**config.mk**
```make
export PLATFORM = sky130hd
export DESIGN_NAME = fft_r22sdf_ctrl_flat
export DESIGN_NICKNAME = d
export VERILOG_FILES = /design/src/rtl/fft_r22sdf_ctrl_if.sv /design/src/rtl/fft_r22sdf_ctrl.sv /design/src/flat_wrapper.sv
export SDC_FILE = /design/constraint.sdc
export NUM_CORES = 1
export LEC_CHECK = 0
export ABC_AREA = 1
export CORE_MARGIN = 2
export CORE_UTILIZATION = 30
export CTS_CLUSTER_DIAMETER = 50
export DETAILED_ROUTE_END_ITERATION = 7
export GPL_ROUTABILITY_DRIVEN = 0
export HOLD_SLACK_MARGIN = 0.03
export PLACE_DENSITY = 0.49
export RECOVER_POWER = 25
export SYNTH_ARGS = -nofsm -noshare
export SYNTH_HDL_FRONTEND = slang
export SYNTH_SLANG_ARGS = --single-unit
export TNS_END_PERCENT = 10
```
**constraint.sdc**
```tcl
create_clock -name clk_i -period 3.4 [get_ports clk_i]
set_input_delay 0.68 -clock clk_i [delete_from_list [all_inputs] [get_ports clk_i]]
set_output_delay 0.68 -clock clk_i [all_outputs]
set_load 0.02 [all_outputs]
```
**src/rtl/fft_r22sdf_ctrl_if.sv**
```systemverilog
// Control bus of the R2^2 SDF FFT sequencer: stream handshake in, datapath controls out.
interface fft_r22sdf_ctrl_if #(
  parameter int NLOG2 = 6
) ();
  localparam int NSTAGE = NLOG2 / 2;
  localparam int TW_W   = (NSTAGE - 1) * NLOG2;

  logic              start_i;
  logic              valid_i;
  logic              last_i;
  logic              dp_rst_n_o;
  logic [NSTAGE-1:0] bfi_sel_o;
  logic [NSTAGE-1:0] bfii_sel_o;
  logic [NSTAGE-1:0] bfii_tsel_o;
  logic [TW_W-1:0]   tw_addr_o;
  logic              dp_din_zero_o;
  logic              valid_o;
  logic [NLOG2-1:0]  index_o;
  logic              busy_o;
  logic              err_o;

  modport slave (
    input  start_i, valid_i, last_i,
    output dp_rst_n_o, bfi_sel_o, bfii_sel_o, bfii_tsel_o, tw_addr_o,
           dp_din_zero_o, valid_o, index_o, busy_o, err_o
  );

  modport master (
    output start_i, valid_i, last_i,
    input  dp_rst_n_o, bfi_sel_o, bfii_sel_o, bfii_tsel_o, tw_addr_o,
           dp_din_zero_o, valid_o, index_o, busy_o, err_o
  );
endinterface

```
**src/rtl/fft_r22sdf_ctrl.sv**
```systemverilog
// Sequencer for a streaming radix-2^2 SDF FFT: stage selects, twiddle addresses, fill/drain, bin index.
// Define FFT_R22SDF_CTRL_BITREV_EN to report index_o as the bit-reversed (true frequency) bin.
module fft_r22sdf_ctrl #(
  parameter int NLOG2  = 6,
  parameter int TW_LAT = 3
) (
  input  logic             clk_i,
  input  logic             rst_i,
  fft_r22sdf_ctrl_if.slave ctl
);

  localparam int N         = 1 << NLOG2;
  localparam int NSTAGE    = NLOG2 / 2;
  localparam int TW_W      = (NSTAGE - 1) * NLOG2;
  localparam int TOTAL_LAT = (N - 1) + (NSTAGE - 1) * TW_LAT;
  localparam int LAT_W     = $clog2(TOTAL_LAT + 1);

  localparam logic [NLOG2-1:0] CTR_MAX    = NLOG2'(N - 1);
  localparam logic [LAT_W-1:0] LAT_LOAD   = LAT_W'(TOTAL_LAT);
  localparam logic [LAT_W-1:0] DRAIN_LOAD = LAT_W'(TOTAL_LAT - 1);

  // state | meaning
  // IDLE  | waiting for start_i & valid_i, datapath held quiet
  // RUN   | accepting whole frames of input samples
  // DRAIN | feeding zeros until the last frame has left the pipeline
  typedef enum logic [1:0] {S_IDLE, S_RUN, S_DRAIN} state_t;

  state_t            r_state, w_state_nxt;
  logic              w_start, w_abort, w_to_drain, w_active_nxt;
  logic [NLOG2-1:0]  r_ctr, w_ctr_nxt;
  logic [LAT_W-1:0]  r_lat_cnt, w_lat_cnt_nxt;
  logic [LAT_W-1:0]  r_drain_cnt, w_drain_cnt_nxt;
  logic [NLOG2-1:0]  r_k, w_k_nxt;
  logic              r_valid, w_valid_nxt;
  logic              r_err, w_err_nxt;
  logic              r_dp_rst_n, w_dp_rst_n_nxt;
  logic [NSTAGE-1:0] r_bfi, r_bfii, r_tsel;
  logic [NSTAGE-1:0] w_bfi_nxt, w_bfii_nxt, w_tsel_nxt;
  logic [TW_W-1:0]   r_tw, w_tw_nxt;
  logic [NLOG2-1:0]  w_index;

  // Exponent of W_N for stage s: group g of the stage's span picks 0/2/1/3 times the in-group offset.
  function automatic logic [NLOG2-1:0] tw_exp(input logic [NLOG2-1:0] c, input int s);
    int b, m, g, n3, f;
    b  = NLOG2 - 2 * s;
    m  = int'(c) % (1 << b);
    g  = m >> (b - 2);
    n3 = m % (1 << (b - 2));
    case (g)
      0:       f = 0;
      1:       f = 2;
      2:       f = 1;
      default: f = 3;
    endcase
    return NLOG2'((n3 * f) << (2 * s));
  endfunction

  always_comb begin
    w_state_nxt = r_state;
    w_start     = 1'b0;
    w_abort     = 1'b0;
    w_to_drain  = 1'b0;
    unique case (r_state)
      S_IDLE: begin
        if (ctl.start_i && ctl.valid_i) begin
          w_state_nxt = S_RUN;
          w_start     = 1'b1;
        end
      end
      S_RUN: begin
        if (!ctl.valid_i) begin
          w_state_nxt = S_IDLE;
          w_abort     = 1'b1;
        end else if (r_ctr == CTR_MAX && ctl.last_i) begin
          w_state_nxt = S_DRAIN;
          w_to_drain  = 1'b1;
        end
      end
      S_DRAIN: begin
        if (r_drain_cnt == '0) w_state_nxt = S_IDLE;
      end
      default: w_state_nxt = S_IDLE;
    endcase

    w_active_nxt    = (w_state_nxt != S_IDLE);
    w_ctr_nxt       = (w_active_nxt && !w_start) ? r_ctr + 1'b1 : '0;
    w_lat_cnt_nxt   = w_start ? LAT_LOAD :
                      (r_lat_cnt != '0) ? r_lat_cnt - 1'b1 : r_lat_cnt;
    w_drain_cnt_nxt = w_to_drain ? DRAIN_LOAD :
                      (r_state == S_DRAIN && r_drain_cnt != '0) ? r_drain_cnt - 1'b1 : r_drain_cnt;
    w_valid_nxt     = w_active_nxt && (w_lat_cnt_nxt == '0);
    w_k_nxt         = w_start ? '0 : (r_valid ? r_k + 1'b1 : r_k);
    w_err_nxt       = r_err | w_abort;
    w_dp_rst_n_nxt  = ~w_abort;
  end

  // Selects and addresses are built from the next counter value so the registered copies line up with r_ctr.
  for (genvar s = 0; s < NSTAGE; s++) begin : g_stage
    localparam int B = NLOG2 - 2 * s;
    localparam logic [NLOG2-1:0] OFF = NLOG2'((s * TW_LAT) % N);
    logic [B-1:0] w_cs;
    assign w_cs          = B'(w_ctr_nxt - OFF);
    assign w_bfi_nxt[s]  = w_active_nxt &  w_cs[B-1];
    assign w_bfii_nxt[s] = w_active_nxt &  w_cs[B-2];
    assign w_tsel_nxt[s] = w_active_nxt & ~w_cs[B-1];
    if (s < NSTAGE - 1) begin : g_tw
      assign w_tw_nxt[s*NLOG2 +: NLOG2] = w_active_nxt ? tw_exp(NLOG2'(w_cs), s) : '0;
    end
  end

  always_ff @(posedge clk_i) begin
    if (rst_i) begin
      r_state     <= S_IDLE;
      r_ctr       <= '0;
      r_lat_cnt   <= '0;
      r_drain_cnt <= '0;
      r_k         <= '0;
      r_valid     <= 1'b0;
      r_err       <= 1'b0;
      r_dp_rst_n  <= 1'b0;
      r_bfi       <= '0;
      r_bfii      <= '0;
      r_tsel      <= '0;
      r_tw        <= '0;
    end else begin
      r_state     <= w_state_nxt;
      r_ctr       <= w_ctr_nxt;
      r_lat_cnt   <= w_lat_cnt_nxt;
      r_drain_cnt <= w_drain_cnt_nxt;
      r_k         <= w_k_nxt;
      r_valid     <= w_valid_nxt;
      r_err       <= w_err_nxt;
      r_dp_rst_n  <= w_dp_rst_n_nxt;
      r_bfi       <= w_bfi_nxt;
      r_bfii      <= w_bfii_nxt;
      r_tsel      <= w_tsel_nxt;
      r_tw        <= w_tw_nxt;
    end
  end

`ifdef FFT_R22SDF_CTRL_BITREV_EN
  always_comb begin
    w_index = '0;
    for (int i = 0; i < NLOG2; i++) w_index[i] = r_k[NLOG2-1-i];
  end
`else
  assign w_index = r_k;
`endif

  assign ctl.dp_rst_n_o    = r_dp_rst_n;
  assign ctl.bfi_sel_o     = r_bfi;
  assign ctl.bfii_sel_o    = r_bfii;
  assign ctl.bfii_tsel_o   = r_tsel;
  assign ctl.tw_addr_o     = r_tw;
  assign ctl.dp_din_zero_o = (r_state == S_DRAIN);
  assign ctl.valid_o       = r_valid;
  assign ctl.index_o       = r_valid ? w_index : '0;
  assign ctl.busy_o        = (r_state != S_IDLE);
  assign ctl.err_o         = r_err;

endmodule
```
**src/flat_wrapper.sv**
```systemverilog
// flat-port wrapper written by rule: the top's interface ports become plain ports
module fft_r22sdf_ctrl_flat 
#(
  parameter int NLOG2  = 6,
  parameter int TW_LAT = 3
)
  (clk_i, rst_i, ctl_start_i, ctl_valid_i, ctl_last_i, ctl_dp_rst_n_o, ctl_bfi_sel_o, ctl_bfii_sel_o, ctl_bfii_tsel_o, ctl_tw_addr_o, ctl_dp_din_zero_o, ctl_valid_o, ctl_index_o, ctl_busy_o, ctl_err_o);
  fft_r22sdf_ctrl_if #(.NLOG2(NLOG2)) ctl_i ();
  input  logic clk_i;
  input  logic rst_i;
  input wire logic [$bits(ctl_i.start_i)-1:0] ctl_start_i;
  input wire logic [$bits(ctl_i.valid_i)-1:0] ctl_valid_i;
  input wire logic [$bits(ctl_i.last_i)-1:0] ctl_last_i;
  output wire logic [$bits(ctl_i.dp_rst_n_o)-1:0] ctl_dp_rst_n_o;
  output wire logic [$bits(ctl_i.bfi_sel_o)-1:0] ctl_bfi_sel_o;
  output wire logic [$bits(ctl_i.bfii_sel_o)-1:0] ctl_bfii_sel_o;
  output wire logic [$bits(ctl_i.bfii_tsel_o)-1:0] ctl_bfii_tsel_o;
  output wire logic [$bits(ctl_i.tw_addr_o)-1:0] ctl_tw_addr_o;
  output wire logic [$bits(ctl_i.dp_din_zero_o)-1:0] ctl_dp_din_zero_o;
  output wire logic [$bits(ctl_i.valid_o)-1:0] ctl_valid_o;
  output wire logic [$bits(ctl_i.index_o)-1:0] ctl_index_o;
  output wire logic [$bits(ctl_i.busy_o)-1:0] ctl_busy_o;
  output wire logic [$bits(ctl_i.err_o)-1:0] ctl_err_o;
  assign ctl_i.start_i = ctl_start_i;
  assign ctl_i.valid_i = ctl_valid_i;
  assign ctl_i.last_i = ctl_last_i;
  assign ctl_dp_rst_n_o = ctl_i.dp_rst_n_o;
  assign ctl_bfi_sel_o = ctl_i.bfi_sel_o;
  assign ctl_bfii_sel_o = ctl_i.bfii_sel_o;
  assign ctl_bfii_tsel_o = ctl_i.bfii_tsel_o;
  assign ctl_tw_addr_o = ctl_i.tw_addr_o;
  assign ctl_dp_din_zero_o = ctl_i.dp_din_zero_o;
  assign ctl_valid_o = ctl_i.valid_o;
  assign ctl_index_o = ctl_i.index_o;
  assign ctl_busy_o = ctl_i.busy_o;
  assign ctl_err_o = ctl_i.err_o;
  fft_r22sdf_ctrl #(.NLOG2(NLOG2), .TW_LAT(TW_LAT)) u_core (.clk_i(clk_i), .rst_i(rst_i), .ctl(ctl_i));
endmodule
```
==> results of run 1 <==
[worst max-delay path: stages]
cell           delay (ps)
dlygate4sd3_1         550
inv_1                 110
nor2_4                 60
nand3_2               100
nand2_2                80
o21ai_2               260
inv_2                  80
nand2_2               140
inv_2                  60
ha_1                  220
xnor2_2               230
nor2_2                 60
ha_1                  190
ha_1                  260
inv_1                  50
nor2_1                 30
[per-layer routing]
metal	up-vias	part of all wire, %	track usage (%)	wire, microns
li1	977	-	-	-
met1	790	50	14.8	2280
met4	0	1.5	4.55	68
met3	6	3.0	3.15	136
met5	-	0	0	0
met2	25	46	19.9	2090
[power by group]
group | switching [mW] | leakage (nW) | total [mW] | internal (mW)
combinational | 0.221 | 0.781 | 0.363 | 0.142
clock | 0.197 | 0.0452 | 0.343 | 0.146
sequential | 0.0311 | 0.406 | 0.665 | 0.634
[final cells by class]
cell class              instances  area [sq um]  area share [%]
clock buffers                   6          72.6            2.56
well taps                      99           124            4.37
clock inverters                 2          13.8           0.485
flip-flops and latches         50          1000            35.3
multi-input cells             189          1090            38.5
inverters                      48           180            6.35
repair buffers                 37           352            12.4
[per-stage QoR]
stage | power, mW | std cells | util, %
2_1_floorplan | 0.966 | 293 | -
3_3_place_gp | 1.04 | 423 | 37.7
3_5_place_dp | 1.04 | 423 | 37.7
4_1_cts | 1.40 | 431 | 38.8
5_1_grt | 1.49 | 431 | 38.7
6_report | 1.37 | 431 | 38.7
[synthesized netlist by cell type]
master	instances	share of area, %
nand3_4	1	0.76
a31oi_1	2	0.54
buf_2	2	0.43
nor2_1	53	8.6
o21ai_0	5	1.1
xnor2_1	2	0.76
nand4_1	3	0.82
conb_1	1	0.16
a21oi_2	2	0.76
xor2_1	9	3.4
nor2_4	3	1.5
nor3_1	10	2.2
buf_4	2	0.65
nor3b_1	3	0.98
dfxtp_1	50	43
inv_2	6	0.98
nand2_4	1	0.49
nand2_2	5	1.4
nand3_2	5	2.2
or2_2	2	0.54
a31o_2	1	0.38
o21a_1	1	0.33
nand2_1	39	6.4
fa_1	1	0.87
clkbuf_1	2	0.33
o21ai_2	1	0.38
xnor2_2	1	0.71
inv_1	42	6.8
ha_1	11	6.0
a211oi_1	1	0.33
mux2i_1	1	0.43
a21oi_1	14	3.0
nor2_2	3	0.82
nand3_1	6	1.3
o21ai_1	1	0.22
[cells by family (layout without fill, tap and decap cells)]
logic type	after synthesis	count (layout)	synth area share, %
AOI/OAI and AO/OA	28	28	7.07
xor gates and xnor gates	12	12	4.89
adders and majority gates	12	12	6.85
buffers and inverters	54	93	9.24
DFF	50	50	43.5
muxes	1	1	0.435
other	1	2	0.163
and+or+nand+nor	134	134	27.9
[flip-flops by register name, indices dropped and copies added (netlist names)]
register                flops
u_core.ctl.bfi_sel_o        3
u_core.ctl.valid_o          1
u_core.ctl.bfii_sel_o       3
u_core.r_ctr                6
u_core.ctl.dp_rst_n_o       1
u_core.r_state              2
u_core.ctl.bfii_tsel_o      3
u_core.r_k                  6
u_core.r_drain_cnt          7
u_core.ctl.err_o            1
u_core.r_lat_cnt            7
u_core.ctl.tw_addr_o       10
[path summary, 6_finish.rpt]
kind                              end  slack [ps]  depth (start not counted)                   from
max          u_core.ctl.tw_addr_o[10]         410                         16            ctl_valid_i
min                  u_core.ctl.err_o         450                          2       u_core.ctl.err_o
max reg2reg  u_core.ctl.tw_addr_o[10]         650                         18  u_core.r_drain_cnt[1]
min reg2reg          u_core.ctl.err_o         450                          2       u_core.ctl.err_o
==> run_results.csv, run 1 <==
group,metric,value,unit
die,dieArea,0.00839,sq mm
routing,drt-total-wl,4.58,mm
clock_tree,root_buffer,"clkbuf_8",
die,start_util,31.4,%
synthesis,yosysWarnings,0,
routing,wl_per_cell,10.6,microns
clock_tree,hold_buffers,0,
min_path,hold_path_class,"flip-flop to flip-flop",
layout,design_area,0.00284,sq mm
placed_design,place_hpwl,3.41,mm
clock_tree,postCtsResizedCells,0,
synthesis,netlist_instances,292,
routing,drt_drc_violations_left,0,
layout,area_growth,23.2,%
layout,mostFrequentLayoutCells,"nor2_1 (53), dfxtp_1 (50), inv_1 (42)",
timing,fin_worst_skew,7.55,ps
synthesis,synth.yosys.seq_area_share,43.5,%
clock_tree,cts_tree,"built",
die,design.core.area,0.00733,sq mm
timing,tightest_slew,1060,ps
timing,hold_ws,454,ps
timing,slew-limit-headroom,29.4,%
power_and_ir_drop,max-vdd-ir-drop,0.000147,V
die,die_y,91.6,microns
clock_tree,clkTransAtPathRegs,90,ps
clock_tree,numCtsBuffers,5,
clock_tree,cts_max_level,2,
global_routing,grt_max_degree,24,
global_routing,grt_usage,12.0,%
clock_tree,cts_sinks,50,
synthesis,synth_cell_type_count,35,
outcome,status,"complete, no violations",
die,core.rowCount,31,
critical_path,cp_max_fo,6,
timing,fmax,335,MHz
timing,setup-tns-final,0,ps
routing,num_vias,1798,
layout,final_layout_size_suffix_gt1_share,11.4,%
critical_path,cp_data_arrival_time,3180,ps
global_routing,grt_pass1_wl,8.07,mm
timing,setup_ws,412,ps
global_routing,overflow,0,
clock_tree,clock_path_buffers,2,
timing,finalSetupViolCount,0,
layout,final_common_cell,"nor2_1",
synthesis,synth-seq-cells,50,
clock_tree,clock_latency,300,ps
global_routing,grt_pass1_vias,1773,
global_routing,antenna_found_initial,0,
routing,firstDrtPassIters,4,
critical_path,critPathKind,"primary input to flip-flop",
critical_path,worstPathRequired,3600,ps
die,ioPinCount,37,
synthesis,avgSynthCellArea,7.88,sq um
run,maxCapViolCount,0,
placed_design,postPlaceCellArea,0.00276,sq mm
critical_path,cp-end-kind,"flip-flop",
placed_design,pre_cts_ws,200,ps
clock_tree,cts_setup_buffers,0,
timing,final_max_slew_viol_count,0,
layout,nets,348,
power_and_ir_drop,leakage,1.23,nW
routing,drt_iter0_markers,49,
timing,rsz0062_at_grt,"false",
timing,timing.final.crit_share,87.9,%
power_and_ir_drop,power.density,483,mW/mm^2
routing,postRouteAntennaNets,0,
critical_path,critPathLaunchType,"primary input",
timing,finalHoldViolCount,0,
layout,fillers,779,
layout,insertedDiodeCount,0,
routing,viasPerCell,4.17,
die,dieWidth,91.6,microns
synthesis,syn-cell-area,0.00230,sq mm
timing,period_needed,2990,ps
placed_design,io_buffers,34,
(Power assumes the default switching activity.)
==> inputs of run 2 (changes only) <==
CORE_ASPECT_RATIO = 0.7   (was default)
==> run_results.csv, run 2 (synthesis gave the netlist of run 1 again) <==
group,metric,value,unit
run,maxCapViolCount,0,
critical_path,worstPathRequired,3580,ps
timing,fmax,329,MHz
critical_path,cp-end-kind,"flip-flop",
critical_path,worst-path-buf-inv,5,
layout,design_area,0.00280,sq mm
die,design.core.area,0.00735,sq mm
clock_tree,cts_max_level,2,
clock_tree,clock_path_buffers,2,
die,dieArea,0.00840,sq mm
layout,nets,347,
layout,area_growth,21.5,%
die,die_y,77.3,microns
critical_path,critPathLaunchType,"primary input",
global_routing,overflow,0,
routing,firstDrtPassIters,4,
layout,final_layout_size_suffix_gt1_share,10.0,%
placed_design,io_buffers,34,
power_and_ir_drop,power.density,485,mW/mm^2
placed_design,place_hpwl,3.48,mm
global_routing,grt_pass1_vias,1751,
timing,fin_worst_skew,9.03,ps
clock_tree,root_buffer,"clkbuf_8",
die,core.rowCount,26,
critical_path,cp_data_arrival_time,3230,ps
critical_path,critPathKind,"primary input to flip-flop",
placed_design,pre_cts_ws,210,ps
clock_tree,clkTransAtPathRegs,90,ps
routing,num_vias,1802,
layout,mostFrequentLayoutCells,"nor2_1 (54), dfxtp_1 (50), inv_1 (42)",
routing,wl_per_cell,10.8,microns
clock_tree,cts_setup_buffers,0,
routing,postRouteAntennaNets,0,
layout,final_common_cell,"nor2_1",
clock_tree,cts_tree,"built",
global_routing,grt_pass1_wl,8.12,mm
timing,timing.final.crit_share,89.5,%
timing,finalSetupViolCount,0,
critical_path,crit_start,"ctl_valid_i",
clock_tree,cts_sinks,50,
routing,drt_iter0_markers,79,
min_path,min_from,"u_core.ctl.err_o",
layout,multi_input_area,0.00106,sq mm
critical_path,crit_chain,"dlygate4sd3_1 > inv_1 > nor2_1 > nand3_1 > nand2_1 > o21ai_2 > inv_2 > nand2_2 > inv_2 > ha_1 > xnor2_2 > nor2_2 > ha_1 > ha_1 > inv_1 > nor2_1",
timing,final_max_slew_viol_count,0,
layout,largest_reg_flops,10,
timing,setup-tns-final,0,ps
die,dieWidth,109,microns
routing,drt_drc_violations_left,0,
global_routing,grt_usage,12.2,%
layout,fillers,797,
clock_tree,numCtsBuffers,5,
die,ioPinCount,37,
routing,viasPerCell,4.21,
critical_path,cp_top_family,"buffers and inverters",
placed_design,postPlaceCellArea,0.00275,sq mm
die,start_util,31.3,%
layout,ff_latch_area,0.00100,sq mm
global_routing,grt_max_degree,23,
global_routing,antenna_found_initial,0,
clock_tree,clock_latency,300,ps
timing,setup_ws,358,ps
clock_tree,hold_buffers,0,
routing,drt-total-wl,4.62,mm
critical_path,crit_top_cell,"ha_1",
timing,finalHoldViolCount,0,
min_path,hold_path_class,"flip-flop to flip-flop",
layout,insertedDiodeCount,0,
timing,period_needed,3040,ps
outcome,status,"complete, no violations",
critical_path,max_stage_delay,550,ps
critical_path,worstReg2RegStart,"u_core.r_drain_cnt[1]",
layout,final_util,38.0,%
clock_tree,postCtsResizedCells,0,
power_and_ir_drop,leakage,1.23,nW
critical_path,cp_max_fo,6,
power_and_ir_drop,max-vdd-ir-drop,0.000174,V
critical_path,crit_path_top_delay_cell,"dlygate4sd3_1",
timing,rsz0062_at_grt,"false",
-- run 2: changes by cell type in the layout (fill, tap and decap cells not counted), sizes merged --
cell | previous run | this run
clkbuf | 9 | 7
dlygate4sd3 | 2 | 1
buf | 0 | 1
clkinvlp | 0 | 1
clkinv | 2 | 0
clkdlybuf4s50 | 32 | 33
-- run 2: tightest hold or removal path, delay by kind of cell, from the launching register on --
| family | cells | cell delay, ps |
|---|---|---|
| DFF | 1 | 320 |
| AOI/OAI and AO/OA | 1 | 50 |
| buffers and inverters | 1 | 50 |
-- run 2: cell type report --
| cell class | count | share of cell area (%) |
|---|---|---|
| multi-input cells | 189 | 37.9 |
| flip-flops and latches | 50 | 35.8 |
| repair buffers | 36 | 12.6 |
| inverters | 48 | 6.44 |
| well taps | 98 | 4.38 |
| clock buffers | 6 | 2.60 |
| clock inverters | 1 | 0.268 |
-- run 2: worst paths after layout --
path | end | slack [ps] | cells after the start
worst max register to register | u_core.ctl.tw_addr_o[10] | 640 | 18
worst min-delay path | u_core.ctl.err_o | 450 | 2
worst max-delay path | u_core.ctl.tw_addr_o[10] | 360 | 16
worst min register to register | u_core.ctl.err_o | 450 | 2
-- run 2: through the flow --
| step | hold slack, ps | power (mW) | cells |
|---|---|---|---|
| final | 454 | 1.36 | 428 |
| after global placement | 440 | 1.05 | 421 |
| after detailed placement | 443 | 1.04 | 421 |
| after floorplan | 440 | 0.966 | 293 |
| after global routing | 475 | 1.47 | 428 |
| after CTS | 458 | 1.39 | 428 |
-- run 2: report_power, final --
part / internal (mW) / leakage (nW) / switching, mW
Combinational: 0.141 / 0.783 / 0.219
Clock: 0.141 / 0.0373 / 0.189
Sequential: 0.634 / 0.406 / 0.0318
-- run 2: per-layer routing --
layer  vias to the layer above  global-route usage [%]  wire (microns)
li1                        976                       -               -
met2                        24                    18.0            1870
met3                         8                    2.89             143
met5                         -                       0               0
met4                         0                    3.85              68
met1                       794                    17.5            2540
==> edit, RTL diff (flow settings as in run 2) <==
`NLOG2` is set to 6 in 3 places; all go to 7.
--- a/src/rtl/fft_r22sdf_ctrl_if.sv
+++ b/src/rtl/fft_r22sdf_ctrl_if.sv
@@ -1,6 +1,6 @@
 // Control bus of the R2^2 SDF FFT sequencer: stream handshake in, datapath controls out.
 interface fft_r22sdf_ctrl_if #(
-  parameter int NLOG2 = 6
+  parameter int NLOG2 = 7
 ) ();
   localparam int NSTAGE = NLOG2 / 2;
   localparam int TW_W   = (NSTAGE - 1) * NLOG2;
--- a/src/rtl/fft_r22sdf_ctrl.sv
+++ b/src/rtl/fft_r22sdf_ctrl.sv
@@ -1,7 +1,7 @@
 // Sequencer for a streaming radix-2^2 SDF FFT: stage selects, twiddle addresses, fill/drain, bin index.
 // Define FFT_R22SDF_CTRL_BITREV_EN to report index_o as the bit-reversed (true frequency) bin.
 module fft_r22sdf_ctrl #(
-  parameter int NLOG2  = 6,
+  parameter int NLOG2  = 7,
   parameter int TW_LAT = 3
 ) (
   input  logic             clk_i,
--- a/src/flat_wrapper.sv
+++ b/src/flat_wrapper.sv
@@ -1,7 +1,7 @@
 // flat-port wrapper written by rule: the top's interface ports become plain ports
 module fft_r22sdf_ctrl_flat 
 #(
-  parameter int NLOG2  = 6,
+  parameter int NLOG2  = 7,
   parameter int TW_LAT = 3
 )
   (clk_i, rst_i, ctl_start_i, ctl_valid_i, ctl_last_i, ctl_dp_rst_n_o, ctl_bfi_sel_o, ctl_bfii_sel_o, ctl_bfii_tsel_o, ctl_tw_addr_o, ctl_dp_din_zero_o, ctl_valid_o, ctl_index_o, ctl_busy_o, ctl_err_o);
Ports: changed (resized ctl_index_o and ctl_tw_addr_o); port bits go from 37 to 40. No check against the original RTL was run, so the function may have changed too.
==> edit against run 2 <==
Synthesized cell count increased by 25%. Hold slack improved by 0.017 ns. Routed wire length increased by 25%. Non-clock buffer count increased by 15. Worst setup slack got worse by 0.13 ns. Synthesized area increased by 21%. Core utilization increased by 1.1 points. Total power increased by 24%. Design area increased by 27%. Clock power increased by 58%. Sequential cell count increased by 6. Critical endpoint is now u_core.ctl.tw_addr_o[12].
==> edit: results (changes against run 2) <==
Outcome
  • Outcome: finished, final reports clean

Layout
  • Post-layout nets: 437 (+26%)
  • CLK BUF: 8 (+2)
  • Filler Cell Count: 957 (+20%)
  • Comb_multi_in: 237 (+25%)
  • Share of layout cells above drive strength 1: 0.144 (+0.0435)
  • FFs & Latches: 56 (+12%)
  • Logic inverters: 66 (+38%)
  • Largest register FFs: 12 (+2)
  • Multi-input gate area: 1410 um2 (+33%)
  • Clock buf/inv share: 0.0412 (+0.0126)
  • Non-clock buffer share: 0.132 (+0.00610)

Floorplanning
  • Rows: 29 (+12%)

Clock tree
  • Clk root buf: clkbuf_16
  • Worst-path clk slew: 0.07 ns (-0.02 ns)

Global route
  • Grt met1 use: 0.168 (-0.00673)
  • First-pass GRT wire length: 10,200 um (+25%)
  • GRT Util Overall: 0.124 (+0.00140)
  • Vias in the first global route: 2,267 (+29%)

Route
  • DR iter-0 viols: 111 (+41%)
  • Metal2 WL: 2430 um (+30%)
  • Wl on met1: 3080 um (+21%)
  • Met3 Wirelength: 194 um (+36%)
  • DR WL/cell: 10.7 um (-1.1%)
  • Vias per inst: 4.23 (+0.48%)

Yosys
  • Top post-synthesis cells by area: dfxtp_1 40%, nor2_1 8.1%, inv_1 7.5%, nand2_1 7.2%, ha_1 5.8%
  • Synth unique cells: 41 (+17%)

Placed design
  • HPWL Detailed: 4450 um (+28%)
  • Setup WS pre-CTS: -0.138 ns (-0.348 ns)
  • Buffers on Ports: 37 (+8.8%)
  • Post-Place Cell Area: 3400 um2 (+24%)

Worst setup path
  • Max stage delay on crit path: 0.48 ns (-0.07 ns)
  • Worst R2R End: u_core.ctl.tw_addr_o[12]
  • Crit-path slowest cell: clkdlybuf4s50_1
  • Reg-to-reg slack, setup: 0.34 ns (-0.30 ns)
  • CP delay by family, top: simple AND/OR/NAND/NOR gates

Power
  • Worst IR drop on VDD: 0.190 mV (+9.2%)
  • Static Leakage: 1.54 nW (+26%)
  • Cell Pwr Density: 476 nW/um2 (-2.0%)

STA
  • Worst Skew: 0.00632 ns (-0.00271 ns)
-- edit: per-stage QoR --
step | hold slack (ns) | std cells
2_1_floorplan | 0.458 | 365
3_3_place_gp | 0.448 | 534
3_5_place_dp | 0.472 | 534
4_1_cts | 0.482 | 542
5_1_grt | 0.500 | 542
6_report | 0.471 | 542
-- edit: logic make-up (layout without fill, tap and decap cells) --
logic type / after synthesis / after routing / synth area share
other: 1 / 2 / 0.00134
buffers and inverters: 72 / 125 / 0.101
xor gates and xnor gates: 11 / 11 / 0.0345
adders and majority gates: 15 / 15 / 0.0725
AOI/OAI and AO/OA: 33 / 33 / 0.0770
DFF: 56 / 56 / 0.401
and+or+nand+nor: 175 / 175 / 0.310
muxes: 1 / 1 / 0.00358
-- edit: where the power goes --
group	switching, mW	internal (mW)	total, mW	leakage (nW)
Clock	0.227	0.295	0.521	0.0712
Sequential	0.0395	0.708	0.748	0.455
Combinational	0.252	0.166	0.419	1.02
Total	0.519	1.17	1.69	1.54
-- edit: worst min-delay path by stage --
stage	slack, ns	endpoint	from	cells after the start
floorplan	0.46	u_core.r_drain_cnt[0]	u_core.r_drain_cnt[0]	2
global placement	0.45	u_core.ctl.err_o	u_core.ctl.err_o	2
detailed placement	0.47	u_core.ctl.err_o	u_core.ctl.err_o	2
CTS	0.48	u_core.ctl.err_o	u_core.ctl.err_o	2
global route	0.50	u_core.ctl.err_o	u_core.ctl.err_o	2
finish	0.47	u_core.ctl.err_o	u_core.ctl.err_o	2
-- edit: repair_timing --
| item | in CTS | in global routing |
|---|---|---|
| setup buffers | 0 | 0 |
| resized for setup | 0 | 3 |
| endpoints found under the setup margin | 0 | 2 |
